File: config.mk
export PLATFORM = sky130hd
export DESIGN_NAME = uart_autobaud
export DESIGN_NICKNAME = d
export VERILOG_FILES = /design/src/rtl/uart_autobaud.sv
export SDC_FILE = /design/constraint.sdc
export NUM_CORES = 1
export LEC_CHECK = 0
export ABC_AREA = 1
export BUFFER_PORTS_ARGS = -buffer_cell sky130_fd_sc_hd__buf_2
export CORE_AREA = 2 2 81 83
export DETAILED_ROUTE_END_ITERATION = 10
export DIE_AREA = 0 0 83 85
export PLACE_DENSITY = 0.74
export SLEW_MARGIN = 20
export SYNTH_ARGS = -nofsm -noshare
export SYNTH_HDL_FRONTEND = slang
export SYNTH_SLANG_ARGS = --single-unit
File: constraint.sdc
create_clock -name clk -period 2.6 [get_ports clk]
set_input_delay 0.39 -clock clk [delete_from_list [all_inputs] [get_ports clk]]
set_output_delay 0.39 -clock clk [all_outputs]
set_load 0.005 [all_outputs]
File: src/rtl/uart_autobaud.sv
`default_nettype none
// +-----------------------------------------------------------------------------+
// | uart_autobaud: measures a 0x55 sync char and supplies uart_rx delay_frames.  |
// | Optional UART_AUTOBAUD_VERIFY_EN adds a per-interval check.  Rev 1.0         |
// +-----------------------------------------------------------------------------+
module uart_autobaud #(
    parameter int                         COUNTER_WIDTH = 16,
    parameter int                         IDLE_CYCLES   = 64,
    parameter int                         MIN_PERIOD    = 4,
    parameter logic [COUNTER_WIDTH-1:0]   DEFAULT_DELAY = 16'd433
) (
    input  logic                     clk,
    input  logic                     rst,
    input  logic                     ce,
    input  logic                     uart_rxpin,
    input  logic                     relock,
    output logic [COUNTER_WIDTH-1:0] delay_frames,
    output logic                     locked,
    output logic                     lock_err,
    output logic                     uart_rst
);

    localparam int c_MW = COUNTER_WIDTH + 3;
    localparam int c_PW = COUNTER_WIDTH + 1;
    localparam int c_IW = $clog2(IDLE_CYCLES + 1);
    localparam logic [c_PW-1:0] c_PMAX = {1'b1, {COUNTER_WIDTH{1'b0}}};

    typedef enum logic [2:0] {
        S_IDLE    = 3'd0,
        S_ARMED   = 3'd1,
        S_MEASURE = 3'd2,
        S_EVAL    = 3'd3,
        S_LOCKED  = 3'd4
    } state_t;

    state_t            r_state;
    logic              r_sync1;
    logic              r_sync2;
    logic              r_sync_prev;
    logic [c_MW-1:0]   r_meas;
    logic [2:0]        r_edges;
    logic [c_IW-1:0]   r_idle_cnt;

    logic              w_fall;
    logic              w_meas_max;
    logic [c_MW-1:0]   w_meas_next;
    logic [c_PW-1:0]   w_period;
    logic              w_bad_period;
    logic              w_ival_bad;

    assign w_fall      = r_sync_prev & ~r_sync2;
    assign w_meas_max  = &r_meas;
    assign w_meas_next = (ce && !w_meas_max) ? r_meas + 1'b1 : r_meas;
    // (M+4)>>3 == (M>>3) + M[2]: the +4 carries into bit 3 only when M[2] is set.
    assign w_period     = {1'b0, r_meas[c_MW-1:3]} + c_PW'(r_meas[2]);
    assign w_bad_period = (w_period < c_PW'(MIN_PERIOD)) || (w_period > c_PMAX);

`ifdef UART_AUTOBAUD_VERIFY_EN
    logic [c_MW-1:0] r_ival;
    logic [c_MW-1:0] r_i0;
    logic [c_MW-1:0] w_ival_now;
    logic [c_MW-1:0] w_diff;

    assign w_ival_now = (ce && !(&r_ival)) ? r_ival + 1'b1 : r_ival;
    assign w_diff     = (w_ival_now > r_i0) ? w_ival_now - r_i0 : r_i0 - w_ival_now;
    assign w_ival_bad = (r_edges != 3'd0) && (w_diff > (r_i0 >> 2));
`else
    assign w_ival_bad = 1'b0;
`endif

    always_ff @(posedge clk) begin
        if (rst) begin
            r_sync1      <= 1'b1;
            r_sync2      <= 1'b1;
            r_sync_prev  <= 1'b1;
            r_state      <= S_IDLE;
            r_meas       <= '0;
            r_edges      <= '0;
            r_idle_cnt   <= '0;
            delay_frames <= DEFAULT_DELAY;
            locked       <= 1'b0;
            lock_err     <= 1'b0;
            uart_rst     <= 1'b1;
`ifdef UART_AUTOBAUD_VERIFY_EN
            r_ival       <= '0;
            r_i0         <= '0;
`endif
        end else begin
            r_sync1     <= uart_rxpin;
            r_sync2     <= r_sync1;
            r_sync_prev <= r_sync2;
            lock_err    <= 1'b0;
            r_idle_cnt  <= '0;

            case (r_state)
                S_IDLE: begin
                    if (!r_sync2) begin
                        r_idle_cnt <= '0;
                    end else if (ce) begin
                        if (r_idle_cnt == c_IW'(IDLE_CYCLES - 1)) begin
                            r_state <= S_ARMED;
                        end else begin
                            r_idle_cnt <= r_idle_cnt + 1'b1;
                        end
                    end else begin
                        r_idle_cnt <= r_idle_cnt;
                    end
                end

                S_ARMED: begin
                    if (w_fall) begin
                        r_meas  <= '0;
                        r_edges <= '0;
`ifdef UART_AUTOBAUD_VERIFY_EN
                        r_ival  <= '0;
`endif
                        r_state <= S_MEASURE;
                    end
                end

                S_MEASURE: begin
                    if (w_meas_max) begin
                        lock_err <= 1'b1;
                        r_state  <= S_IDLE;
                    end else begin
                        r_meas <= w_meas_next;
`ifdef UART_AUTOBAUD_VERIFY_EN
                        r_ival <= w_ival_now;
`endif
                        if (w_fall) begin
`ifdef UART_AUTOBAUD_VERIFY_EN
                            r_ival <= '0;
                            if (r_edges == 3'd0) begin
                                r_i0 <= w_ival_now;
                            end
`endif
                            if (w_ival_bad) begin
                                lock_err <= 1'b1;
                                r_state  <= S_IDLE;
                            end else begin
                                // Fourth fall after the first closes an 8-bit-time window.
                                r_edges <= r_edges + 3'd1;
                                if (r_edges == 3'd3) begin
                                    r_state <= S_EVAL;
                                end
                            end
                        end
                    end
                end

                S_EVAL: begin
                    if (w_bad_period) begin
                        lock_err <= 1'b1;
                        r_state  <= S_IDLE;
                    end else begin
                        delay_frames <= COUNTER_WIDTH'(w_period - c_PW'(1));
                        locked       <= 1'b1;
                        uart_rst     <= 1'b0;
                        r_state      <= S_LOCKED;
                    end
                end

                S_LOCKED: begin
                    if (relock) begin
                        locked   <= 1'b0;
                        uart_rst <= 1'b1;
                        r_state  <= S_IDLE;
                    end
                end

                default: begin
                    locked   <= 1'b0;
                    uart_rst <= 1'b1;
                    r_state  <= S_IDLE;
                end
            endcase
        end
    end

endmodule
`default_nettype wire

==> results by group, run 1 <==
Synth
  • Seq/Total Area, Yosys: 33.1%
  • Post-synthesis cell area: 3270 µm²
  • Async SR Flop Fraction: 0%
  • Warnings, synthesis: 0
  • Syn_nets: 510
  • Gate Count Post-Synth: around 500
  • Synth unique cells: 39
  • Top_reg_cell synth: dfxtp_1
  • EDFF count, synth: 0
  • Syn_area_per_cell: 6.57 µm²
  • FF+latch count, synth: between 50 and 60

Route
  • DR vias/cell: 5.25
  • DR WL/cell: 12.6 µm
  • Post-Route WL: 7.55 mm
  • DRC Markers: 0
  • Vias: 3157
  • Post-DRT Antenna Nets: 0
  • Starting DRT DRC Count: 207
  • Initial DRT Pass Iterations: 5

Floorplan
  • Starting density of the core: a little over half
  • Die width: 83 µm
  • Core area: just over 6000 µm²
  • Die area: 7060 µm²
  • Number of core rows: 29
  • Die height: 85 µm
  • Top-level I/O count: 24

STA
  • FMAX: 0.432 GHz
  • Fin crit share: 89.0%
  • Final Hold Viols: 0
  • Fin worst setup slack: 0.287 ns
  • Rel. slew slack: 71.5%
  • Min Tclk post-route: 2.31 ns
  • Max Transition Viols Final: 0
  • Post-Route Setup TNS: 0 ns
  • Final setup viols: 0
  • RSZ-0062 raised after global routing: no
  • Fin Clk Skew: 0.00776 ns
  • Worst Tran Pin Value: roughly 0.42 ns

Pwr
  • Tot Pwr: 1460 µW
  • Worst vdd ir: 0.289 mV
  • Static leakage: 0.00156 µW
  • Pwr/cell area: slightly above 400 nW/µm²

CTS
  • Worst skew pair latency: about 0.32 ns
  • CTS root buffer: clkbuf_8
  • Post-CTS Setup Bufs: 0
  • Maximum buffer depth of the clock tree: 2
  • Clk sinks: 54
  • Reg clk slew, reported paths: 0.11 ns
  • Cts bufs inserted: 5
  • TritonCTS clock tree: built
  • H-Tree Depth: 2

Final layout
  • Commonest non-fill, non-tap cell in the layout: nand2_1
  • Share of layout cells above drive strength 1: 13.5%
  • Area grow syn2layout: 9.41%
  • Antenna fix cells: 0
  • Nets: 535
  • Commonest non-fill, non-tap cells in the layout: nand2_1, nor2_1, inv_1

Place
  • Post-DP HPWL: 5.81 mm
  • IO buf count: 23
  • GPL Wtd Cong: ~0.99
  • Pre-CTS setup slack: between 0.2 and 0.25 ns

Setup path
  • Crit-path slowest cell: dfxtp_1
  • Critical path origin: r_meas[2]$_SDFFE_PP0P_
  • Reg2reg start: r_meas[2]$_SDFFE_PP0P_
  • Worst path max stage delay: between 0.4 and 0.5 ns
  • Cells along the critical path: ha_1, nand2_2, inv_2, nand2_1, nand2_1, inv_1, nor2_1, nand3_1, nor2_2, nand3_2, o21bai_1, nand2_1, nor2_1, nor2_1
  • Data arrival, critical path: 2.54 ns
  • Critical path fanouts, max: 5
  • Critical path type: register to register
  • CP Capture Type: register
  • CP startpoint kind: register
  • Data required, critical path: 2.83 ns

Global routing
  • Largest net degree at the start of global routing: 25
  • Congestion Overflow GR: 0
  • First-pass GRT wire length: 13.1 mm
  • Antenna violations before repair: 0
  • Vias in the first global route: 2913
  • Tot GR Track Use: 22.4%

Run
  • Max_cap viols: 0

Outcome
  • Status: complete, no violations

Worst hold path
  • Worst Hold Launch: uart_rxpin
  • Hold Path Class: input port to register
logic make-up (layout without fill, tap and decap cells):
logic type,after synthesis,after routing,synth area share [%]
fa+ha+maj,7,7,2.68
buf+inv,71,96,8.95
compound gates,54,54,8.96
flops,54,54,33.1
xor+xnor,18,18,4.82
simple gates,294,295,41.5
through the flow:
| step | std cells | utilization (%) | area (µm²) | hold WS (ns) |
|---|---|---|---|---|
| floorplan | 498 | - | 3270 | 0.389 |
| global placement | 592 | 55.6 | 3450 | 0.406 |
| detailed placement | 592 | 55.6 | 3450 | 0.404 |
| CTS | 600 | 57.1 | 3540 | 0.240 |
| global route | 601 | 57.7 | 3580 | 0.252 |
| finish | 601 | 57.7 | 3580 | 0.246 |
worst max-delay path, delay by kind of cell (launching register included):
kind                     cells  cell delay [ns]
AND/OR/NAND/NOR             10             1.22
flip-flops                   1             0.41
adder cells (fa/ha/maj)      1             0.23
buffers and inverters        2             0.21
AO/OA/AOI/OAI                1             0.15
sequential cells by signal, summed over array words and instances, names as in the netlist:
register and flops:
r_edges 3, locked 1, r_sync2 1, delay_frames 16, r_meas 19, r_sync_prev 1
r_state 3, r_idle_cnt 7, uart_rst 1, r_sync1 1, lock_err 1
cells in the mapped netlist, types with 2 or more instances:
library cell / n / area [µm²]
nand2_1: 130 / 488
nor2_1: 64 / 240
inv_1: 55 / 206
dfxtp_1: 54 / 1080
a21oi_1: 33 / 165
nand3_1: 27 / 135
nand4_1: 21 / 131
nor3_1: 18 / 90.1
xor2_1: 16 / 140
o21ai_0: 10 / 50.1
nand2_2: 9 / 56.3
ha_1: 7 / 87.6
nor2_2: 6 / 37.5
inv_2: 4 / 15.0
or2_2: 4 / 25.0
buf_2: 3 / 15.0
clkbuf_1: 3 / 11.3
nand3_2: 3 / 30.0
nor2_4: 3 / 33.8
o21ai_1: 3 / 15.0
buf_4: 2 / 15.0
buf_6: 2 / 22.5
clkinv_1: 2 / 7.51
nand3b_1: 2 / 15.0
o21bai_1: 2 / 15.0
xnor2_1: 2 / 17.5
routing by layer:
| metal | part of all wire, % | vias to the layer above | wire length (µm) | global-route usage [%] |
|---|---|---|---|---|
| met2 | 46 | 82 | 3480 | 37.5 |
| met1 | 48 | 1409 | 3610 | 29.7 |
| met3 | 4.7 | 12 | 352 | 3.21 |
| li1 | - | 1654 | - | - |
| met4 | 1.5 | 0 | 111 | 7.60 |
| met5 | 0 | - | 0 | 0 |
area by class of cell:
type | instances | area, µm²
flip-flops and latches | 54 | 1080
clock buffers | 5 | 68.8
well taps | 77 | 96.3
multi-input cells | 374 | 1930
clock inverters | 3 | 28.8
inverters | 61 | 229
fillers | 610 | 2630
repair buffers | 27 | 145
worst paths after layout:
path                                                      end  slack (ns)  cells past startpoint
worst max-delay path            delay_frames[13]$_SDFFE_PP0P_        0.29                     14
worst min-delay path                       r_sync1$_SDFF_PP1_        0.25                      2
worst max register to register  delay_frames[13]$_SDFFE_PP0P_        0.29                     14
worst min register to register             r_sync2$_SDFF_PP1_        0.43                      1
power by group:
part / switching, µW / internal, µW
registers: 7.69 / 836
logic: 69.0 / 32.0
clock network: 314 / 202
total: 390 / 1070
repair_timing:
item	CTS	global route
hold buffers	0	0
hold endpoints to repair	0	0
gates resized for setup	0	4
endpoints found under the setup margin	0	19
No activity file was read; power rests on OpenSTA's default activity.
==> inputs of run 2 (changes only) <==
--- a/config.mk
+++ b/config.mk
@@ -7,10 +7,10 @@
 export LEC_CHECK = 0
 export ABC_AREA = 1
 export BUFFER_PORTS_ARGS = -buffer_cell sky130_fd_sc_hd__buf_2
-export CORE_AREA = 2 2 81 83
+export CORE_AREA = 2 2 77 79
 export DETAILED_ROUTE_END_ITERATION = 10
-export DIE_AREA = 0 0 83 85
-export PLACE_DENSITY = 0.74
+export DIE_AREA = 0 0 79 81
+export PLACE_DENSITY = 0.8
 export SLEW_MARGIN = 20
 export SYNTH_ARGS = -nofsm -noshare
 export SYNTH_HDL_FRONTEND = slang
==> run 2 against run 1 <==
Combinational power is 5% lower. Via count is 0.25% higher. First-iteration DRC count is 31% lower. Clock-buffer cell count is 1 higher. Clock skew is 0.0086 ns higher. Sequential share of layout area is 0.16 points lower. Power is 5.8% higher. Core utilization is 5.7 points higher. Fmax is 0.34% lower. Critical path type unchanged. Critical endpoint is now delay_frames[1]$_SDFFE_PP0P_. Largest power group unchanged. Highest routed layer unchanged.
==> results by group, run 2 (synthesis results as in run 1) <==
Outcome
  • Status: complete, no violations

CTS
  • H-Tree Depth: 2
  • CTS root buffer: clkbuf_8
  • Worst skew pair latency: 0.32 ns
  • Clk sinks: 54
  • Cts bufs inserted: 5
  • Reg clk slew, reported paths: 0.11 ns
  • Maximum buffer depth of the clock tree: 2
  • TritonCTS clock tree: built

Worst hold path
  • Hold Path Depth: 2
  • Hold Path Class: input port to register

Pwr
  • Static leakage: 0.00158 µW
  • Pwr/cell area: 430 nW/µm²
  • Tot Pwr: 1550 µW
  • Worst vdd ir: 0.229 mV

Final layout
  • Commonest non-fill, non-tap cells in the layout: nand2_1, nor2_1, inv_1
  • Commonest non-fill, non-tap cell in the layout: nand2_1
  • Area grow syn2layout: 9.99%
  • Antenna fix cells: 0
  • Share of layout cells above drive strength 1: 13.4%
  • # fillers: around 520
  • Biggest registers after layout: r_meas: 19 flops, delay_frames: 16 flops, r_idle_cnt: 7 flops
  • FF/Latch Area: between 1000 and 1500 µm²
  • Nets: 535
  • Biggest register: r_meas
  • Utilization after layout: between 60% and 70%
  • Max FFs per register: 19
  • Multi-input logic area: 1930 µm²

Floorplan
  • Number of core rows: 28
  • Starting density of the core: 57.6%
  • Die width: 79 µm
  • Core area: 5680 µm²
  • Die height: approximately 81 µm
  • Die area: 6400 µm²
  • Top-level I/O count: 24

Global routing
  • Largest net degree at the start of global routing: 25
  • Tot GR Track Use: between 20% and 30%
  • Vias in the first global route: 2880
  • First-pass GRT wire length: about 13 mm
  • Congestion Overflow GR: 0
  • Antenna violations before repair: 0

Setup path
  • Data required, critical path: 2.84 ns
  • R2R setup slack: 0.28 ns
  • Worst Setup EP: delay_frames[1]$_SDFFE_PP0P_
  • Reg2reg start: r_meas[2]$_SDFFE_PP0P_
  • Worst R2R Path Depth: 11
  • Worst path max stage delay: ~0.41 ns
  • CP Capture Type: register
  • Crit-path slowest cell: dfxtp_1
  • FF-to-FF End: delay_frames[1]$_SDFFE_PP0P_
  • Critical path origin: r_meas[2]$_SDFFE_PP0P_
  • Cells along the critical path: ha_1, nand3_2, nor2_2, nand4_1, nand2_1, nand3_1, nor2_1, nand3_4, nand3_4, nand2_1, a21oi_1
  • Critical path type: register to register
  • Critical path fanouts, max: 12
  • CP startpoint kind: register
  • Data arrival, critical path: 2.56 ns
  • Family with the most delay on the worst path: simple AND/OR/NAND/NOR gates
  • WP buf/inv: 0
  • CP Depth: 11

Route
  • Post-DRT Antenna Nets: 0
  • DR vias/cell: 5.28
  • DRC Markers: 0
  • Post-Route WL: about 7.5 mm
  • Starting DRT DRC Count: 142
  • Vias: 3165
  • Initial DRT Pass Iterations: 4
  • DR WL/cell: 12.5 µm

STA
  • Worst Tran Pin Value: 0.438 ns
  • Min Tclk post-route: 2.32 ns
  • Final setup viols: 0
  • Fin crit share: 89.3%
  • Final Hold Viols: 0
  • Rel. slew slack: 70.8%
  • Post-Route Setup TNS: 0 ns
  • Max Transition Viols Final: 0
  • Fin worst setup slack: around 0.28 ns
  • FMAX: 0.431 GHz
  • RSZ-0062 raised after global routing: no
  • Min Hold Slack: 0.253 ns
  • Fin Clk Skew: 0.0164 ns

Run
  • Max_cap viols: 0

Place
  • Post-DP HPWL: just under 6 mm
  • GPL Wtd Cong: 0.952
  • Pre-CTS setup slack: ~0.22 ns
  • IO buf count: 23
-- run 2: cell types whose count changed in the layout (fill, tap and decap cells not counted), sizes merged --
| cell | change |
|---|---|
| bufinv | +1 |
| clkbuf | +1 |
| inv | -1 |
| clkinv | -1 |
-- run 2: where the power goes --
part	switching, µW	leakage [µW]	internal (µW)	total [µW]
logic	65.2	0.00108	31.1	96.3
clock network	289	0.0000618	317	606
registers	7.48	0.000436	836	843
-- run 2: worst min-delay path by stage --
stage | startpoint | end | slack, ns
CTS | uart_rxpin | r_sync1$_SDFF_PP1_ | 0.25
global placement | r_sync1$_SDFF_PP1_ | r_sync2$_SDFF_PP1_ | 0.40
finish | uart_rxpin | r_sync1$_SDFF_PP1_ | 0.25
global route | uart_rxpin | r_sync1$_SDFF_PP1_ | 0.24
detailed placement | r_sync1$_SDFF_PP1_ | r_sync2$_SDFF_PP1_ | 0.39
floorplan | r_sync1$_SDFF_PP1_ | r_sync2$_SDFF_PP1_ | 0.39
-- run 2: per-stage QoR --
stage | area (µm²) | instances
2_1_floorplan | 3270 | 498
3_3_place_gp | 3440 | 590
3_5_place_dp | 3440 | 590
4_1_cts | 3570 | 598
5_1_grt | 3600 | 599
6_report | 3600 | 599
-- run 2: routing by layer --
| layer | vias up | part of all wire [%] | global-route usage [%] |
|---|---|---|---|
| met5 | - | 0 | 0 |
| met4 | 0 | 2.3 | 10.2 |
| met3 | 20 | 4.7 | 4.56 |
| met2 | 74 | 45 | 41.1 |
| met1 | 1403 | 48 | 31.2 |
| li1 | 1668 | - | - |
-- run 2: cell type report --
type	count	area share [%]
clock buffers	6	2.30
flip-flops and latches	54	30.1
well taps	75	2.61
clock inverters	2	1.08
repair buffers	27	4.04
inverters	61	6.37
multi-input cells	374	53.5
-- run 2: repair_timing --
| action | 4_1_cts | 5_1_grt |
|---|---|---|
| gates resized for setup | 0 | 3 |
| hold endpoints to repair | 0 | 0 |
| setup endpoints to repair | 0 | 14 |
| buffers inserted | 0 | 0 |
| hold buffers | 0 | 0 |
